**src/rtl/lieat_exu_mulctl_pkg.sv**
```systemverilog
// Shared op encodings, FSM state/bit-index constants and signedness decode
// for the multiply control block.
package lieat_exu_mulctl_pkg;

    localparam logic [1:0] OP_MUL    = 2'b00;
    localparam logic [1:0] OP_MULH   = 2'b01;
    localparam logic [1:0] OP_MULHSU = 2'b10;
    localparam logic [1:0] OP_MULHU  = 2'b11;

    localparam int ST_IDLE_BIT  = 0;
    localparam int ST_ISSUE_BIT = 1;
    localparam int ST_WAIT_BIT  = 2;
    localparam int ST_RESP_BIT  = 3;
    localparam int ST_DRAIN_BIT = 4;

    typedef enum logic [4:0] {
        ST_IDLE  = 5'b00001,
        ST_ISSUE = 5'b00010,
        ST_WAIT  = 5'b00100,
        ST_RESP  = 5'b01000,
        ST_DRAIN = 5'b10000
    } state_e;

    // Returns {signed1, signed2} for an op.
    function automatic logic [1:0] op_sign(input logic [1:0] op);
        logic [1:0] sgn;
        case (op)
            OP_MUL, OP_MULH: sgn = 2'b11;
            OP_MULHSU:       sgn = 2'b10;
            OP_MULHU:        sgn = 2'b00;
            default:         sgn = 2'b00;
        endcase
        return sgn;
    endfunction

endpackage

```
**src/rtl/lieat_general_rrarb2.sv**
```systemverilog
// Two-requester round-robin arbiter with one-hot grant; the pointer moves to
// the other port after every grant.
module lieat_general_rrarb2 (
    input  logic       clock,
    input  logic       reset,
    input  logic [1:0] req,
    input  logic       en,
    output logic [1:0] grant
);

    logic       ptr_r;
    logic [1:0] pick_s;

    // Pick a requester; on contention the pointer's port wins
    always_comb begin
        pick_s = 2'b00;
        case (req)
            2'b01:   pick_s = 2'b01;
            2'b10:   pick_s = 2'b10;
            2'b11:   pick_s = ptr_r ? 2'b10 : 2'b01;
            default: pick_s = 2'b00;
        endcase
        if (en) begin
            grant = pick_s;
        end else begin
            grant = 2'b00;
        end
    end

    // Pointer register: points away from the port just granted
    always_ff @(posedge clock or negedge reset) begin
        if (!reset) begin
            ptr_r <= 1'b0;
        end else if (grant != 2'b00) begin
            ptr_r <= grant[0];
        end
    end

endmodule

```
**src/rtl/lieat_exu_mulctl.sv**
```systemverilog
// Multiply control: arbitrates two requesters onto one multiplier and returns
// the selected product half. Define LIEAT_MULCTL_FUSE_EN for last-result reuse.
module lieat_exu_mulctl
    import lieat_exu_mulctl_pkg::*;
#(
    parameter int XLEN = 32,
    parameter int TAGW = 5
) (
    input  logic            clock,
    input  logic            reset,
    input  logic            req0_valid,
    output logic            req0_ready,
    input  logic [1:0]      req0_op,
    input  logic [XLEN-1:0] req0_rs1,
    input  logic [XLEN-1:0] req0_rs2,
    input  logic [TAGW-1:0] req0_tag,
    input  logic            req1_valid,
    output logic            req1_ready,
    input  logic [1:0]      req1_op,
    input  logic [XLEN-1:0] req1_rs1,
    input  logic [XLEN-1:0] req1_rs2,
    input  logic [TAGW-1:0] req1_tag,
    input  logic            flush,
    output logic            rsp_valid,
    input  logic            rsp_ready,
    output logic            rsp_port,
    output logic [TAGW-1:0] rsp_tag,
    output logic [XLEN-1:0] rsp_data,
    output logic            mul_i_valid,
    input  logic            mul_i_ready,
    output logic            mul_i_signed1,
    output logic            mul_i_signed2,
    output logic [XLEN-1:0] mul_i_multiplicand,
    output logic [XLEN-1:0] mul_i_multiplier,
    input  logic            mul_o_valid,
    output logic            mul_o_ready,
    input  logic [XLEN-1:0] mul_o_resh,
    input  logic [XLEN-1:0] mul_o_resl
);

    state_e          state_r;
    state_e          state_nx_s;
    logic            alive_r;
    logic            arb_en_s;
    logic [1:0]      grant_s;
    logic            accept_s;
    logic            capture_s;
    logic            sel_port_s;
    logic [1:0]      sel_op_s;
    logic [1:0]      sel_sgn_s;
    logic [XLEN-1:0] sel_rs1_s;
    logic [XLEN-1:0] sel_rs2_s;
    logic [TAGW-1:0] sel_tag_s;
    logic            hit_s;
    logic [XLEN-1:0] fuse_data_s;
    logic            port_r;
    logic [TAGW-1:0] tag_r;
    logic [1:0]      op_r;
    logic [1:0]      sgn_r;
    logic [XLEN-1:0] rs1_r;
    logic [XLEN-1:0] rs2_r;
    logic [XLEN-1:0] data_r;

    // alive_r keeps both ready outputs low while reset is held
    assign arb_en_s  = alive_r & state_r[ST_IDLE_BIT] & ~flush;
    assign accept_s  = |grant_s;
    assign capture_s = state_r[ST_WAIT_BIT] & ~flush & mul_o_valid;
    assign sel_sgn_s = op_sign(sel_op_s);

    lieat_general_rrarb2 u_arb (
        .clock (clock),
        .reset (reset),
        .req   ({req1_valid, req0_valid}),
        .en    (arb_en_s),
        .grant (grant_s)
    );

    assign req0_ready = grant_s[0];
    assign req1_ready = grant_s[1];

    // Out-of-reset flag
    always_ff @(posedge clock or negedge reset) begin
        if (!reset) begin
            alive_r <= 1'b0;
        end else begin
            alive_r <= 1'b1;
        end
    end

    // Payload mux of the granted requester
    always_comb begin
        if (grant_s[1]) begin
            sel_port_s = 1'b1;
            sel_op_s   = req1_op;
            sel_rs1_s  = req1_rs1;
            sel_rs2_s  = req1_rs2;
            sel_tag_s  = req1_tag;
        end else begin
            sel_port_s = 1'b0;
            sel_op_s   = req0_op;
            sel_rs1_s  = req0_rs1;
            sel_rs2_s  = req0_rs2;
            sel_tag_s  = req0_tag;
        end
    end

`ifdef LIEAT_MULCTL_FUSE_EN
    logic              fuse_vld_r;
    logic [XLEN-1:0]   fuse_rs1_r;
    logic [XLEN-1:0]   fuse_rs2_r;
    logic [1:0]        fuse_sgn_r;
    logic [2*XLEN-1:0] fuse_prod_r;

    // Last-result entry, refreshed on every multiplier capture
    always_ff @(posedge clock or negedge reset) begin
        if (!reset) begin
            fuse_vld_r  <= 1'b0;
            fuse_rs1_r  <= {XLEN{1'b0}};
            fuse_rs2_r  <= {XLEN{1'b0}};
            fuse_sgn_r  <= 2'b00;
            fuse_prod_r <= {(2*XLEN){1'b0}};
        end else if (flush) begin
            fuse_vld_r <= 1'b0;
        end else if (capture_s) begin
            fuse_vld_r  <= 1'b1;
            fuse_rs1_r  <= rs1_r;
            fuse_rs2_r  <= rs2_r;
            fuse_sgn_r  <= sgn_r;
            fuse_prod_r <= {mul_o_resh, mul_o_resl};
        end
    end

    // MUL only needs the low half, which is independent of signedness
    always_comb begin
        if (fuse_vld_r && (sel_rs1_s == fuse_rs1_r) && (sel_rs2_s == fuse_rs2_r) &&
            ((sel_op_s == OP_MUL) || (sel_sgn_s == fuse_sgn_r))) begin
            hit_s = 1'b1;
        end else begin
            hit_s = 1'b0;
        end
        if (sel_op_s == OP_MUL) begin
            fuse_data_s = fuse_prod_r[XLEN-1:0];
        end else begin
            fuse_data_s = fuse_prod_r[2*XLEN-1:XLEN];
        end
    end
`else
    assign hit_s       = 1'b0;
    assign fuse_data_s = {XLEN{1'b0}};
`endif

    // FSM state register
    always_ff @(posedge clock or negedge reset) begin
        if (!reset) begin
            state_r <= ST_IDLE;
        end else begin
            state_r <= state_nx_s;
        end
    end

    // Next-state logic; flush wins over every same-cycle handshake
    always_comb begin
        state_nx_s = state_r;
        case (state_r)
            ST_IDLE: begin
                if (accept_s) begin
                    state_nx_s = hit_s ? ST_RESP : ST_ISSUE;
                end else begin
                    state_nx_s = ST_IDLE;
                end
            end
            ST_ISSUE: begin
                if (flush) begin
                    state_nx_s = ST_IDLE;
                end else if (mul_i_ready) begin
                    state_nx_s = ST_WAIT;
                end else begin
                    state_nx_s = ST_ISSUE;
                end
            end
            ST_WAIT: begin
                if (flush) begin
                    state_nx_s = ST_DRAIN;
                end else if (mul_o_valid) begin
                    state_nx_s = ST_RESP;
                end else begin
                    state_nx_s = ST_WAIT;
                end
            end
            ST_RESP: begin
                if (flush || rsp_ready) begin
                    state_nx_s = ST_IDLE;
                end else begin
                    state_nx_s = ST_RESP;
                end
            end
            ST_DRAIN: begin
                if (mul_o_valid) begin
                    state_nx_s = ST_IDLE;
                end else begin
                    state_nx_s = ST_DRAIN;
                end
            end
            default: state_nx_s = ST_IDLE;
        endcase
    end

    // Request payload and response data registers
    always_ff @(posedge clock or negedge reset) begin
        if (!reset) begin
            port_r <= 1'b0;
            tag_r  <= {TAGW{1'b0}};
            op_r   <= 2'b00;
            sgn_r  <= 2'b00;
            rs1_r  <= {XLEN{1'b0}};
            rs2_r  <= {XLEN{1'b0}};
            data_r <= {XLEN{1'b0}};
        end else if (accept_s) begin
            port_r <= sel_port_s;
            tag_r  <= sel_tag_s;
            op_r   <= sel_op_s;
            sgn_r  <= sel_sgn_s;
            rs1_r  <= sel_rs1_s;
            rs2_r  <= sel_rs2_s;
            if (hit_s) begin
                data_r <= fuse_data_s;
            end
        end else if (capture_s) begin
            data_r <= (op_r == OP_MUL) ? mul_o_resl : mul_o_resh;
        end
    end

    assign rsp_valid          = state_r[ST_RESP_BIT];
    assign rsp_port           = port_r;
    assign rsp_tag            = tag_r;
    assign rsp_data           = data_r;
    assign mul_i_valid        = state_r[ST_ISSUE_BIT];
    assign mul_i_signed1      = sgn_r[1];
    assign mul_i_signed2      = sgn_r[0];
    assign mul_i_multiplicand = rs1_r;
    assign mul_i_multiplier   = rs2_r;
    assign mul_o_ready        = state_r[ST_WAIT_BIT] | state_r[ST_DRAIN_BIT];

endmodule

```
**config.mk**
```make
export PLATFORM = sky130hd
export DESIGN_NAME = lieat_exu_mulctl
export DESIGN_NICKNAME = d
export VERILOG_FILES = /design/src/rtl/lieat_exu_mulctl_pkg.sv /design/src/rtl/lieat_general_rrarb2.sv /design/src/rtl/lieat_exu_mulctl.sv
export SDC_FILE = /design/constraint.sdc
export NUM_CORES = 1
export LEC_CHECK = 0
export ABC_AREA = 1
export CAP_MARGIN = 20
export CORE_AREA = 3 3 125 127
export DETAILED_ROUTE_END_ITERATION = 12
export DIE_AREA = 0 0 128 130
export PLACE_DENSITY = 0.91
export SLEW_MARGIN = 20
export SYNTH_ARGS = -nofsm -noshare
export SYNTH_HDL_FRONTEND = slang
export SYNTH_SLANG_ARGS = --single-unit
```
**constraint.sdc**
```tcl
create_clock -name clock -period 1.8 [get_ports clock]
set_input_delay 0.36 -clock clock [delete_from_list [all_inputs] [get_ports clock]]
set_output_delay 0.36 -clock clock [all_outputs]
set_load 0.05 [all_outputs]
```
==> results_dict.tcl <==
set metrics [dict create \
    grt_pass1_wl_um 29200 \
    h-tree-depth 4 \
    core_sq_mm 0.0145 \
    end_kind "output pin" \
    layout-drive-gt1-share 0.213 \
    status "finished, final reports clean" \
    cts_root_buffer "clkbuf_16" \
    criticalPathCategory "register to output pin" \
    maxCapViolCount 0 \
    fp.dieW_um 128 \
    seq_power_share 0.277 \
    cp_max_fo 3 \
    pin_count 323 \
    rsz0062_at_grt "true" \
    drt-pass1-iter-count 4 \
    p_per_area_mw_per_mm2 1530 \
    p_leak_nw 4.59 \
    p_int_mw 8.06 \
    startpoint_type "register" \
    yosysWarningCount 0 \
    required_ns 1.44 \
    vias 5725 \
    p_switching_mw 6.37 \
    start_util 0.377 \
    syn_area_sq_mm 0.00549 \
    detailed_place_hpwl_um 14800 \
    synth_edf_count 0 \
    ff_latch_area_sq_mm 0.00283 \
    multi_input_area_sq_mm 0.00225 \
    clk_latency_ns 0.40 \
    dr.first_iter.drc_count 314 \
    setup_viol 0 \
    dieArea_sq_mm 0.0166 \
    yosys_most_used_dff "dfrtp_1" \
    postPlaceCellArea_sq_mm 0.00882 \
    async_flop_share 1.00 \
    grt_pass1_vias 5945 \
    cts_sinks 113 \
    p_total_mw 14.4 \
    cts_tree "built" \
    wl_per_cell_um 15.8 \
    worst_ir_drop_vdd_v 0.000987 \
    gr-total-overflow 0 \
    fmax_ghz 0.557 \
    final_cell_area_sq_mm 0.00944 \
    diodes 0 \
    groute.usage.overall 0.225 \
    area_growth_pct 72.1 \
    drv_slew 0 \
    ys_seq_area_frac 0.516 \
    avgSynthCellArea_sq_um 8.21 \
    hold_viol 0 \
    synth_cell_type_count 25 \
    syn-num-nets 882 \
    finalCritPeriodShare 0.998 \
    gp_congestion 0.805 \
    synth_cells 668 \
    drt-total-wl_um 18900 \
    p_comb_frac 0.499 \
    hold_path_class "input port to register" \
    cts_buffers 17 \
    ant_nets 0 \
    cp_data_arrival_time_ns 1.44 \
    viasPerCell 4.78 \
    port_buffers 322 \
    ys_seq_elements 113 \
    fin_worst_skew_ns 0.00565 \
    fin_nets 1217 \
    drc 0 \
    antenna_found_initial 0 \
    p_sw_frac 0.441 \
    cts_max_path_buffers 2 \
    min_period_ns 1.80 \
    pwr-share-clk 0.224 \
    grt_max_degree 82 \
    num_rows 44 \
    die_h_um 130 \
    cts.clk_slew.worst_paths_ns 0.05 \
    fillers 1162 \
]
==> stage by stage <==
step | worst slack, ns | setup TNS [ns] | hold slack [ns] | utilization | instances
final | 0.00325 | 0 | 0.392 | 0.650 | 1198
after global routing | -0.0536 | -0.0688 | 0.415 | 0.650 | 1198
after floorplan | 0.292 | 0 | 0.0644 | - | 668
after global placement | -0.0758 | -2.28 | 0.342 | 0.607 | 1163
after detailed placement | -0.154 | -7.08 | 0.341 | 0.607 | 1163
after CTS | -0.0148 | -0.0148 | 0.449 | 0.649 | 1198
==> what timing repair did <==
action	4_1_cts	5_1_grt
setup buffers	4	0
endpoints found under the setup margin	2	2
hold buffers	1	0
resized for setup	5	1
endpoints found under the hold margin	27	0
pin swaps	5	1
==> worst max-delay path, stage by stage (launching register included) <==
cell	delay, ns
dfstp_2	0.56
nand3_2	0.10
nor2_4	0.13
buf_12	0.12
buf_12	0.12
==> synth_stat cells, drive strengths merged (3+ instances only) <==
master / n / area [sq um]
nor2: 44 / 180
nand4: 3 / 18.8
buf: 35 / 214
clkbuf: 3 / 11.3
dfrtp: 112 / 2800
o21ai: 142 / 722
nand3: 7 / 45.0
o22ai: 3 / 18.8
inv: 48 / 180
mux2: 32 / 360
nand2: 233 / 877
==> logic make-up after synthesis <==
kind of cell           share of synthesized area
and+or+nand+nor                            0.205
buffers and inverters                     0.0748
AOI/OAI and AO/OA                          0.138
other                                   0.000683
muxes                                     0.0657
DFF                                        0.516
==> final cells by class <==
cell class / count / area share
flip-flops and latches: 113 / 0.300
inverters: 49 / 0.0196
clock inverters: 4 / 0.00504
multi-input cells: 468 / 0.239
repair buffers: 354 / 0.356
well taps: 184 / 0.0244
clock buffers: 26 / 0.0561
==> power by group through the flow <==
stage / registers [mW] / logic [mW] / clock network, mW
final: 4.00 / 7.20 / 3.23
after global routing: 4.11 / 7.60 / 3.42
after CTS: 4.00 / 7.27 / 3.29
after detailed placement: 4.02 / 7.23 / 0
after global placement: 3.98 / 7.12 / 0
after floorplan: 7.00 / 1.58 / 0
==> worst paths after layout <==
kind                                         start                         endpoint  slack [ns]  cells after the start
max in group asynchronous                    reset             state_r[0]$_DFF_PN1_        0.75                      3
min in group asynchronous                    reset          u_arb.ptr_r$_DFFE_PN0P_        0.48                      2
setup / recovery              state_r[0]$_DFF_PN1_                       req1_ready       0.003                      4
hold reg to reg            rsp_data[5]$_DFFE_PN0P_          rsp_data[5]$_DFFE_PN0P_        0.48                      2
setup reg to reg              state_r[0]$_DFF_PN1_  mul_i_multiplier[9]$_DFFE_PN0P_        0.10                      8
hold / removal                               flush          u_arb.ptr_r$_DFFE_PN0P_        0.39                      4
==> per-layer routing <==
metal | track usage | wire, um
met2 | 0.415 | 9850
met3 | 0.0819 | 1800
met5 | 0 | 0
met4 | 0.0874 | 527
met1 | 0.232 | 6720
==> cell usage in the layout, fill, tap and decap left out, types with 2 or more instances in the layout <==
master / Yosys / layout
clkbuf_1: 3 / 2
clkinv_2: 1 / 3
inv_2: 2 / 3
nor2_4: 2 / 2
dfrtp_1: 112 / 112
clkdlybuf4s50_1: 0 / 209
buf_12: 0 / 14
nand2_1: 232 / 230
clkbuf_8: 0 / 7
mux2_2: 32 / 32
o22ai_1: 3 / 3
nand4_1: 3 / 3
nand3_2: 2 / 2
nand3_1: 5 / 5
inv_1: 46 / 45
buf_4: 3 / 127
nand2_2: 1 / 3
o21ai_1: 80 / 80
nor2_1: 42 / 41
clkbuf_16: 0 / 17
dlygate4sd2_1: 0 / 2
o21ai_0: 61 / 61
==> registers in the layout, indices dropped and copies added, names as in the netlist, 2 cells and up <==
register	count
state_r	5
rsp_data	32
sgn_r	2
op_r	2
rsp_tag	5
mul_i_multiplicand	32
mul_i_multiplier	32
No activity file was read; power rests on OpenSTA's default activity.
==> RTL edit (same settings) <==
`XLEN`: 32 -> 16.
--- a/src/rtl/lieat_exu_mulctl.sv
+++ b/src/rtl/lieat_exu_mulctl.sv
@@ -3,7 +3,7 @@
 module lieat_exu_mulctl
     import lieat_exu_mulctl_pkg::*;
 #(
-    parameter int XLEN = 32,
+    parameter int XLEN = 16,
     parameter int TAGW = 5
 ) (
     input  logic            clock,
Ports: changed (9 resized); port bits go from 323 to 179. No check against the original RTL was run, so the function may have changed too.
==> RTL edit against the unedited design <==
Clock skew decreased by 0.0027 ns; synthesized area decreased by 42%; clock power decreased by 52%; worst setup slack improved by 0.035 ns; core utilization decreased by 28 points; sequential cell count decreased by 48; highest routed layer unchanged; cell area decreased by 43%; routed wire length decreased by 47%; total power decreased by 46%.
==> RTL edit: results (changes against the unedited design) <==
Outcome = finished, final reports clean (unchanged)
Dominant cells by area after synthesis = sky130_fd_sc_hd__dfrtp_1 (51%), sky130_fd_sc_hd__nand2_1 (14%), sky130_fd_sc_hd__o21ai_0 (6.5%) (was sky130_fd_sc_hd__dfrtp_1 (51%), sky130_fd_sc_hd__nand2_1 (16%), sky130_fd_sc_hd__o21ai_1 (7.3%))
Proportion of layout cells with a drive suffix above 1 = 21.7% (was 21.3%)
IO buf count = 178 (was 322)
Nets = 685 (was 1217)
Type of the tightest min-delay check = input port to asynchronous set/reset pin (was input port to register)
Post-CTS setup buffers = 2 (was 4)
Maximum number of pins on one net before global-route repair = 38 (was 82)
GRT Resource Usage Total = 12.1% (was 22.5%)
RD Place Congestion = 0.770 (was 0.805)
Sequential fraction of the synthesis area = 51.4% (was 51.6%)
DRC marker count from the first detailed-route iteration = 114 (was 314)
Post-synthesis cell type count = 28 (was 25)
Total number of vias = 3200 (was 5725)
Final HPWL from detailed placement = 7.87 mm (was 14.8 mm)
Largest stage delay, worst path = 0.58 ns (was 0.56 ns)
Num CTS Buffers = 9 (was 17)
Syn Nets = 494 (was 882)
Net switching fraction of the power = 44.7% (was 44.1%)
Layout filler cell count = 1461 (was 1162)
Leakage Power = 2.55 nW (was 4.59 nW)
Synthesized area per cell = 8.43 µm² (was 8.21 µm²)
Number of H-tree levels = 3 (was 4)
Peak VDD IR = 1060 µV (was 987 µV)
Leading cell types by count after synthesis = sky130_fd_sc_hd__nand2_1 (119), sky130_fd_sc_hd__dfrtp_1 (64), sky130_fd_sc_hd__nor2_1 (41), sky130_fd_sc_hd__o21ai_0 (41), sky130_fd_sc_hd__o21ai_1 (36) (was sky130_fd_sc_hd__nand2_1 (232), sky130_fd_sc_hd__dfrtp_1 (112), sky130_fd_sc_hd__o21ai_1 (80))
Worst-skew pair later-pin latency = 0.33 ns (was 0.40 ns)
## RTL edit: power groups by stage
| stage | combinational (W) | clock [W] | sequential [W] |
|---|---|---|---|
| 6_report | 0.00398 | 0.00155 | 0.00231 |
| 5_1_grt | 0.00422 | 0.00169 | 0.00237 |
| 4_1_cts | 0.00401 | 0.00161 | 0.00230 |
| 3_5_place_dp | 0.00399 | 0 | 0.00232 |
| 3_3_place_gp | 0.00394 | 0 | 0.00230 |
| 2_1_floorplan | 0.000912 | 0 | 0.00396 |
## RTL edit: kinds of logic (layout without fill, tap and decap cells)
group	after synthesis	count (layout)	synth area share (%)
muxes	16	16	5.68
other	1	1	0.118
AOI/OAI and AO/OA	83	83	13.7
and+or+nand+nor	176	176	22.6
DFF	65	65	51.4
buffers and inverters	35	231	6.47
## RTL edit: area by class of cell
type | instances | area share, %
inverters | 17 | 1.27
clock inverters | 1 | 0.0926
clock buffers | 15 | 4.77
multi-input cells | 276 | 24.9
repair buffers | 198 | 34.6
flip-flops and latches | 65 | 30.1
well taps | 184 | 4.26
## RTL edit: through the flow
stage	setup slack (ns)	TNS (ns)	instances	area, µm²	power (W)
global route	-0.00990	-0.00990	756	5410	0.00828
floorplan	0.311	0	376	3170	0.00487
CTS	0.0146	0	753	5370	0.00792
global placement	-0.146	-5.50	735	5100	0.00624
finish	0.0380	0	756	5410	0.00783
detailed placement	-0.232	-9.34	735	5100	0.00631
## RTL edit: worst paths after layout
check,start,to,slack [ns],depth (start not counted)
min in group clock,flush,state_r[2]$_DFF_PN0_,0.43,2
hold / removal,reset,state_r[1]$_DFF_PN0_,0.06,2
hold reg to reg,rsp_data[1]$_DFFE_PN0P_,rsp_data[1]$_DFFE_PN0P_,0.48,2
setup reg to reg,state_r[0]$_DFF_PN1_,mul_i_multiplier[2]$_DFFE_PN0P_,0.17,7
max in group asynchronous,reset,state_r[0]$_DFF_PN1_,1.42,2
setup / recovery,state_r[0]$_DFF_PN1_,req1_ready,0.04,4
## RTL edit: per-layer routing
metal / vias to the layer above / global-route usage (%) / wire [µm]
met3: 15 / 6.30 / 1150
met1: 1430 / 12.8 / 3960
li1: 1599 / - / -
met5: - / 0 / 0
met2: 156 / 20.7 / 4830
met4: 0 / 4.49 / 155
## RTL edit: worst register-to-register path, cell delays in order (launching register included)
cell	delay, ns
sky130_fd_sc_hd__dfstp_2	0.58
sky130_fd_sc_hd__nand2_2	0.08
sky130_fd_sc_hd__nor2_4	0.10
sky130_fd_sc_hd__buf_4	0.14
sky130_fd_sc_hd__o21ai_4	0.12
sky130_fd_sc_hd__clkinv_4	0.23
sky130_fd_sc_hd__o21ai_0	0.13
sky130_fd_sc_hd__o21ai_0	0.16
